===== config.mk =====
export PLATFORM = sky130hd
export DESIGN_NAME = in_to_fifo
export DESIGN_NICKNAME = d
export VERILOG_FILES = /design/src/rtl/in_to_fifo_pkg.sv /design/src/rtl/in_to_fifo_wrap_counter.sv /design/src/rtl/in_to_fifo.sv
export SDC_FILE = /design/constraint.sdc
export NUM_CORES = 1
export LEC_CHECK = 0
export ABC_AREA = 1
export BUFFER_PORTS_ARGS = -buffer_cell sky130_fd_sc_hd__buf_2
export CORE_ASPECT_RATIO = 1.2
export CORE_MARGIN = 3
export CORE_UTILIZATION = 50
export DETAILED_ROUTE_END_ITERATION = 10
export PLACE_DENSITY = 0.86
export SLEW_MARGIN = 20
export SYNTH_ARGS = -nofsm -noshare
export SYNTH_HDL_FRONTEND = slang
export SYNTH_SLANG_ARGS = --single-unit

===== constraint.sdc =====
create_clock -name clk -period 2.43 [get_ports clk]
set_input_delay 0.1215 -clock clk [delete_from_list [all_inputs] [get_ports clk]]
set_output_delay 0.1215 -clock clk [all_outputs]
set_load 0.01 [all_outputs]

===== src/rtl/in_to_fifo_pkg.sv =====
// Shared definitions for the ingress (producer -> byte FIFO) path and its drain-side twin.
// State encoding, default widths and 4-phase handshake levels live here.
package in_to_fifo_pkg;

    localparam int DEF_DATA_W = 8;
    localparam int DEF_CNT_W  = 8;

    typedef enum logic [1:0] {
        ST_IDLE = 2'd0,
        ST_WAIT = 2'd1,
        ST_ACK  = 2'd2
    } state_e;

    // Levels of the 4-phase start/finish handshake, as seen on either side of the FIFO.
    localparam logic HS_REQ_ON  = 1'b1;
    localparam logic HS_REQ_OFF = 1'b0;
    localparam logic HS_ACK_ON  = 1'b1;
    localparam logic HS_ACK_OFF = 1'b0;

    function automatic logic fifo_can_write(input logic busy, input logic full);
        return !busy && !full;
    endfunction

endpackage


===== src/rtl/in_to_fifo_wrap_counter.sv =====
// Free-running modulo-2^CNT_W event counter with async active-high reset.
module in_to_fifo_wrap_counter #(
    parameter int CNT_W = 8
) (
    input  logic             clk,
    input  logic             rst,
    input  logic             inc,
    output logic [CNT_W-1:0] count
);

    logic [CNT_W-1:0] count_q;
    logic [CNT_W-1:0] count_d;

    always_comb begin
        count_d = count_q;
        if (inc) begin
            count_d = count_q + 1'b1;
        end
    end

    always_ff @(posedge clk or posedge rst) begin
        if (rst) begin
            count_q <= '0;
        end else begin
            count_q <= count_d;
        end
    end

    assign count = count_q;

endmodule


===== src/rtl/in_to_fifo.sv =====
// Producer-to-FIFO ingress: 4-phase start/finish handshake, single-cycle FIFO write strobe.
// Define IN_TO_FIFO_DROP_ON_FULL_EN to discard (and count) bytes that meet a full FIFO.
module in_to_fifo
    import in_to_fifo_pkg::*;
#(
    parameter int DATA_W = DEF_DATA_W,
    parameter int CNT_W  = DEF_CNT_W
) (
    input  logic              clk,
    input  logic              reset,
    input  logic              enable,
    input  logic              in_start,
    input  logic [DATA_W-1:0] in_data,
    output logic              in_finish,
    input  logic              fifo_busy,
    input  logic              fifo_full,
    output logic              fifo_we,
    output logic [DATA_W-1:0] fifo_wdata,
    output logic              isFinish,
    output logic [CNT_W-1:0]  byte_count,
    output logic [CNT_W-1:0]  drop_count
);

    state_e            state_q,      state_d;
    logic              in_finish_q,  in_finish_d;
    logic              fifo_we_q,    fifo_we_d;
    logic              is_finish_q,  is_finish_d;
    logic [DATA_W-1:0] fifo_wdata_q, fifo_wdata_d;
    logic              byte_inc;
    logic              drop_inc;

    always_comb begin
        state_d      = state_q;
        in_finish_d  = in_finish_q;
        fifo_wdata_d = fifo_wdata_q;
        fifo_we_d    = 1'b0;
        is_finish_d  = 1'b0;
        byte_inc     = 1'b0;
        drop_inc     = 1'b0;

        if (enable) begin
            case (state_q)
                ST_IDLE: begin
                    in_finish_d = HS_ACK_OFF;
                    if (in_start == HS_REQ_ON) begin
                        fifo_wdata_d = in_data;
                        state_d      = ST_WAIT;
                    end
                end

                ST_WAIT: begin
                    if (fifo_can_write(fifo_busy, fifo_full)) begin
                        fifo_we_d = 1'b1;
                        byte_inc  = 1'b1;
                        state_d   = ST_ACK;
                    end
`ifdef IN_TO_FIFO_DROP_ON_FULL_EN
                    else if (!fifo_busy && fifo_full) begin
                        drop_inc = 1'b1;
                        state_d  = ST_ACK;
                    end
`endif
                end

                ST_ACK: begin
                    // First ACK cycle always raises in_finish, so a producer that
                    // already dropped in_start during WAIT still sees a one-cycle ack.
                    if (in_finish_q == HS_ACK_OFF) begin
                        in_finish_d = HS_ACK_ON;
                    end else if (in_start == HS_REQ_OFF) begin
                        in_finish_d = HS_ACK_OFF;
                        is_finish_d = 1'b1;
                        state_d     = ST_IDLE;
                    end
                end

                default: begin
                    in_finish_d = HS_ACK_OFF;
                    state_d     = ST_IDLE;
                end
            endcase
        end
    end

    always_ff @(posedge clk or posedge reset) begin
        if (reset) begin
            state_q      <= ST_IDLE;
            in_finish_q  <= 1'b0;
            fifo_we_q    <= 1'b0;
            is_finish_q  <= 1'b0;
            fifo_wdata_q <= '0;
        end else begin
            state_q      <= state_d;
            in_finish_q  <= in_finish_d;
            fifo_we_q    <= fifo_we_d;
            is_finish_q  <= is_finish_d;
            fifo_wdata_q <= fifo_wdata_d;
        end
    end

    in_to_fifo_wrap_counter #(
        .CNT_W (CNT_W)
    ) u_byte_counter (
        .clk   (clk),
        .rst   (reset),
        .inc   (byte_inc),
        .count (byte_count)
    );

    // Without the drop feature drop_inc never rises, so this count stays at zero.
    in_to_fifo_wrap_counter #(
        .CNT_W (CNT_W)
    ) u_drop_counter (
        .clk   (clk),
        .rst   (reset),
        .inc   (drop_inc),
        .count (drop_count)
    );

    assign in_finish  = in_finish_q;
    assign fifo_we    = fifo_we_q;
    assign isFinish   = is_finish_q;
    assign fifo_wdata = fifo_wdata_q;

endmodule


Word level (Yosys, flattened, before mapping) --
Cells that the tools add are included. W data, S select, Z words.
Storage, ports and cells: input bits 14, output and inout bits 27, register bits after elaboration 21, logic and storage cells 36
Cells by class: equal/unequal tests 6, reductions and logical operators 7, bitwise gates (word level) 1, $add $sub $neg 1, mux-type cells 15
Operators with widths (count):
- $mux W1 | 9
- $add A8 B1 Y8 const B | 1
- $mux W2 | 4
- $ne A2 B2 Y1 const B | 4
- $pmux W2 S3 | 1
- $reduce_and A5 Y1 | 1
- $reduce_and A3 Y1 | 1
- $eq A2 B1 Y1 const B | 1
- $eq A2 B2 Y1 const B | 1
- $logic_not A1 Y1 | 2
- $logic_not A2 Y1 | 1
- $pmux W1 S2 | 1
- $reduce_and A2 Y1 | 1
- $logic_and A1 B1 Y1 | 1
- $not A1 Y1 | 1

Longest topological paths before layout --
depth in word-level cells 5, gate-level depth with buffers 7, gate-level depth less buffers 7

Modules after synthesis --
Synthesis repeated with hierarchy kept, for this count alone.
Unflattened totals: cell total of the unflattened synthesis 157, area total of the unflattened synthesis 1406.3 µm²
Modules (own cells, without submodules):
- in_to_fifo_wrap_counter | cells each 46, instances 2, area an instance 406.6 µm²
- in_to_fifo | cells each 65, instances 1, area an instance 593.1 µm²

Worst setup path after synthesis --
No wires, ideal clock.
kind flip-flop to flip-flop, start point register u_byte_counter.count_q[0], in the netlist u_byte_counter.count[0], end point register u_byte_counter.count_q[4], in the netlist u_byte_counter.count[4], clock period less this slack 1.166 ns, buffers on the path 0, arrival time 1.042 ns, slack 1.264 ns, stages on the path, launching flop included 5, cells stage by stage dfrtp_1 ha_1 nand3_1 o21ai_0 nand2_1
On the way: word-level cells in the longest chain between the ends 1
Ends and longest elaborated chain:
- start, declared | line in_to_fifo_wrap_counter.sv:11 | logic [CNT_W-1:0] count_q;
- start signal, assigned | line in_to_fifo_wrap_counter.sv:25 | count_q <= count_d;
- $add A8 B1 Y8 | line in_to_fifo_wrap_counter.sv:17 | count_d = count_q + 1'b1;
Every way passes these cells. A chain may end at the register's enable or synchronous reset.

Worst setup path after layout --
start point register state_q[0], end point register fifo_wdata_q[6], in the netlist fifo_wdata[6]
On the way: word-level cells in the longest chain between the ends 2
Ends and longest elaborated chain:
- start, declared | line in_to_fifo.sv:24 | state_e state_q, state_d;
- start signal, assigned | line in_to_fifo.sv:93 | state_q <= state_d;
- $logic_not A2 Y1 | line in_to_fifo.sv:42 | case (state_q)
- $reduce_and A3 Y1 (no source line)
- end signal, assigned | line in_to_fifo.sv:97 | fifo_wdata_q <= fifo_wdata_d;
- end, declared | line in_to_fifo.sv:28 | logic [DATA_W-1:0] fifo_wdata_q, fifo_wdata_d;
Every way passes these cells.

==> metrics.md <==
| Metric | Value |
|---|---|
| Clk_lat worst skew | 0.30 ns |
| Setup WS pre-CTS | 1.14 ns |
| Die Span Y | 57.5 um |
| Post-synth top area share | 0.476 |
| Initial antenna violation count | 0 |
| Final Skew | 0.00278 ns |
| Die W | 48.9 um |
| Setup violators final | 0 |
| CTS Buffer Depth | 2 |
| Worst Path Max Fanout | 17 |
| Yosys cell types | 19 |
| Least-Margin Pin Slew | 0.786 ns |
| Final ANT Viol Nets | 0 |
| CORE AREA | 2070 um^2 |
| Fin crit share | 0.542 |
| Ys flop type | dfrtp_1 |
| Layout filler cell count | 215 |
| Yosys warns | 0 |
| CTS Buf Count | 3 |
| MaxCap Viol Count | 0 |
| Die ar. | 2810 um^2 |
| I/O pins | 41 |
| All-layer global routing usage | 0.160 |
| I/O Buffers | 32 |
| Area Overhead vs Synth | 17.2% |
| N_diodes | 0 |
| Async SR Flop Fraction | 1.00 |
| DRT iter0 DRCs | 14 |
| Total power | 0.00118 W |
| Post-route worst setup slack | 1.11 ns |
| Via Count | 919 |
| TritonCTS clock tree | yes |
| VDD IR max | 0.000588 V |
| Fin. max-slew vios | 0 |
| Clk pwr share | 0.139 |
| Global route total overflow | 0 |
| Seq/Total Area, Yosys | 0.476 |
| Setup TNS | 0 ns |
| Finished Layout Cells | 198 |
| Logic pwr share | 0.376 |
| Critical path class | register to register |
| Placed Instances | 193 |
| Postcts setup bufs | 0 |
| CP arrival | 1.51 ns |
| Post-route minimum period | 1.32 ns |
| CTS Sinks | 21 |
| Routed WL | 2.02 mm |
| Wire length of the first global-routing pass | 3.60 mm |
| Synth top area cells | dfrtp_1 (48%), nand2_1 (17%), inv_1 (6.5%) |
| Layout cell share with drive strength beyond 1 | 0.304 |
| DRC Markers | 0 |
| Routability cong. | 0.796 |
| Req. time, crit path | 2.62 ns |
| Vias per cell | 4.64 |
| Routed WL per cell | 10.2 um |
| Int Pwr | 0.000706 W |
| Critical path capture point type | register |
| Starting Density | 0.533 |
| Final Hold Viols | 0 |
| Startpoint types | register |
| Post-Syn Instances | 133 |
| Power per cell area | 912 nW/um^2 |
| Post-synth top cells | nand2_1 (50), dfrtp_1 (21), inv_1 (19), buf_4 (8), o21ai_2 (8) |
| Status | finished, final reports clean |
| Multi-input logic area | 462 um^2 |
| Root Buffer | clkbuf_4 |
| Largest net degree at the start of global routing | 22 |
| Net Sw Frac | 0.401 |
| Top-count cell post-synth | nand2_1 |
| Mapped Area | 1100 um^2 |
| Reg power frac | 0.484 |
| RSZ-0062 raised after global routing | no |
| Highest clock rate | 759 MHz |
| First drt pass iteration count | 4 |
| Post-synth EDFFs | 0 |
| Dominant cell type by area after synthesis | dfrtp_1 |
| NetSw | 0.000474 W |
| Rows | 18 |
| Nets@finish | 184 |
| LEAKAGE | 0.745 nW |
| Vias in the first global route | 846 |
| Storage cell area | 526 um^2 |
| Yosys reg bits | 21 |
| H-Tree Depth | 1 |
| Slew HR | 0.475 |
| Syn Area/Cell | 8.30 um^2 |
| Worst Hold Class | input port to register |
| DPL Wire Length | 1.53 mm |
| Worst-path clk slew | 0.12 ns |
## cells by family (layout without fill, tap and decap cells)
logic type | Yosys count | after routing | synth area share
AO/OA/AOI/OAI | 11 | 11 | 0.0771
AND/OR/NAND/NOR | 69 | 69 | 0.280
buffers and inverters | 28 | 56 | 0.129
other | 1 | 8 | 0.00340
flip-flops | 21 | 21 | 0.476
XOR/XNOR | 2 | 2 | 0.0227
adder cells (fa/ha/maj) | 1 | 1 | 0.0113
## area by class of cell
cell class | count | share of cell area
Inverter | 19 | 0.0551
Multi-Input combinational cell | 91 | 0.357
Clock inverter | 1 | 0.00387
Clock buffer | 3 | 0.0174
Sequential cell | 21 | 0.406
Tap cell | 30 | 0.0290
Timing Repair Buffer | 33 | 0.132
## through the flow
stage	hold WS (ns)	utilization	cell area, um^2
finish	0.0493	0.624	1290
global placement	0.297	0.606	1260
global route	0.0358	0.624	1290
CTS	0.0401	0.624	1290
floorplan	0.0980	-	1130
detailed placement	0.315	0.606	1260
## path summary, 6_finish.rpt
check	from	endpoint	slack, ns	depth (start not counted)
hold reg to reg	fifo_wdata[1]$_DFFE_PP0P_	fifo_wdata[1]$_DFFE_PP0P_	0.49	2
setup / recovery	state_q[0]$_DFFE_PP0P_	fifo_wdata[6]$_DFFE_PP0P_	1.11	4
min in group asynchronous	reset	fifo_wdata[3]$_DFFE_PP0P_	0.51	3
hold / removal	in_data[3]	fifo_wdata[3]$_DFFE_PP0P_	0.05	3
setup reg to reg	state_q[0]$_DFFE_PP0P_	fifo_wdata[6]$_DFFE_PP0P_	1.11	4
max in group asynchronous	reset	isFinish$_DFF_PP0_	1.43	3
## what timing repair did
action,in CTS,in global routing
hold buffers,1,0
resized for setup,0,0
hold endpoints to repair,21,0
## per-layer routing
metal  vias to the layer above  routed length, um  global-route usage
li1                        457                  -                   -
met1                       430                869               0.192
met2                        30               1020               0.293
met3                         2                114              0.0235
met4                         0                 11              0.0488
met5                         -                  0                   0
## critical path, stage by stage, from the launching register on
cell	delay [ns]
dfrtp_1	0.47
nor2_2	0.15
nand3_2	0.33
nand2_1	0.19
o21ai_2	0.06
## cell usage in the layout, fill, tap and decap left out, types with 2 or more instances in the layout
cell      instances
o21ai_0           3
conb_1            8
clkbuf_4          3
nor2_2            2
inv_1            19
nand2_1          50
o21ai_2           8
nand3_1           7
buf_2            32
dfrtp_1          21
nor2_1            5
## state kept, by name (all words and copies together) (netlist names)
name,count
fifo_wdata,8
fifo_we,1
in_finish,1
isFinish,1
state_q,2
u_byte_counter.count,8
## power by group through the flow
stage	combinational [W]	clock (W)	sequential [W]
4_1_cts	0.000450	0.000172	0.000570
2_1_floorplan	0.000264	0	0.000609
3_5_place_dp	0.000445	0	0.000576
5_1_grt	0.000506	0.000189	0.000593
3_3_place_gp	0.000429	0	0.000569
6_report	0.000444	0.000164	0.000571
(Power assumes the default switching activity.)
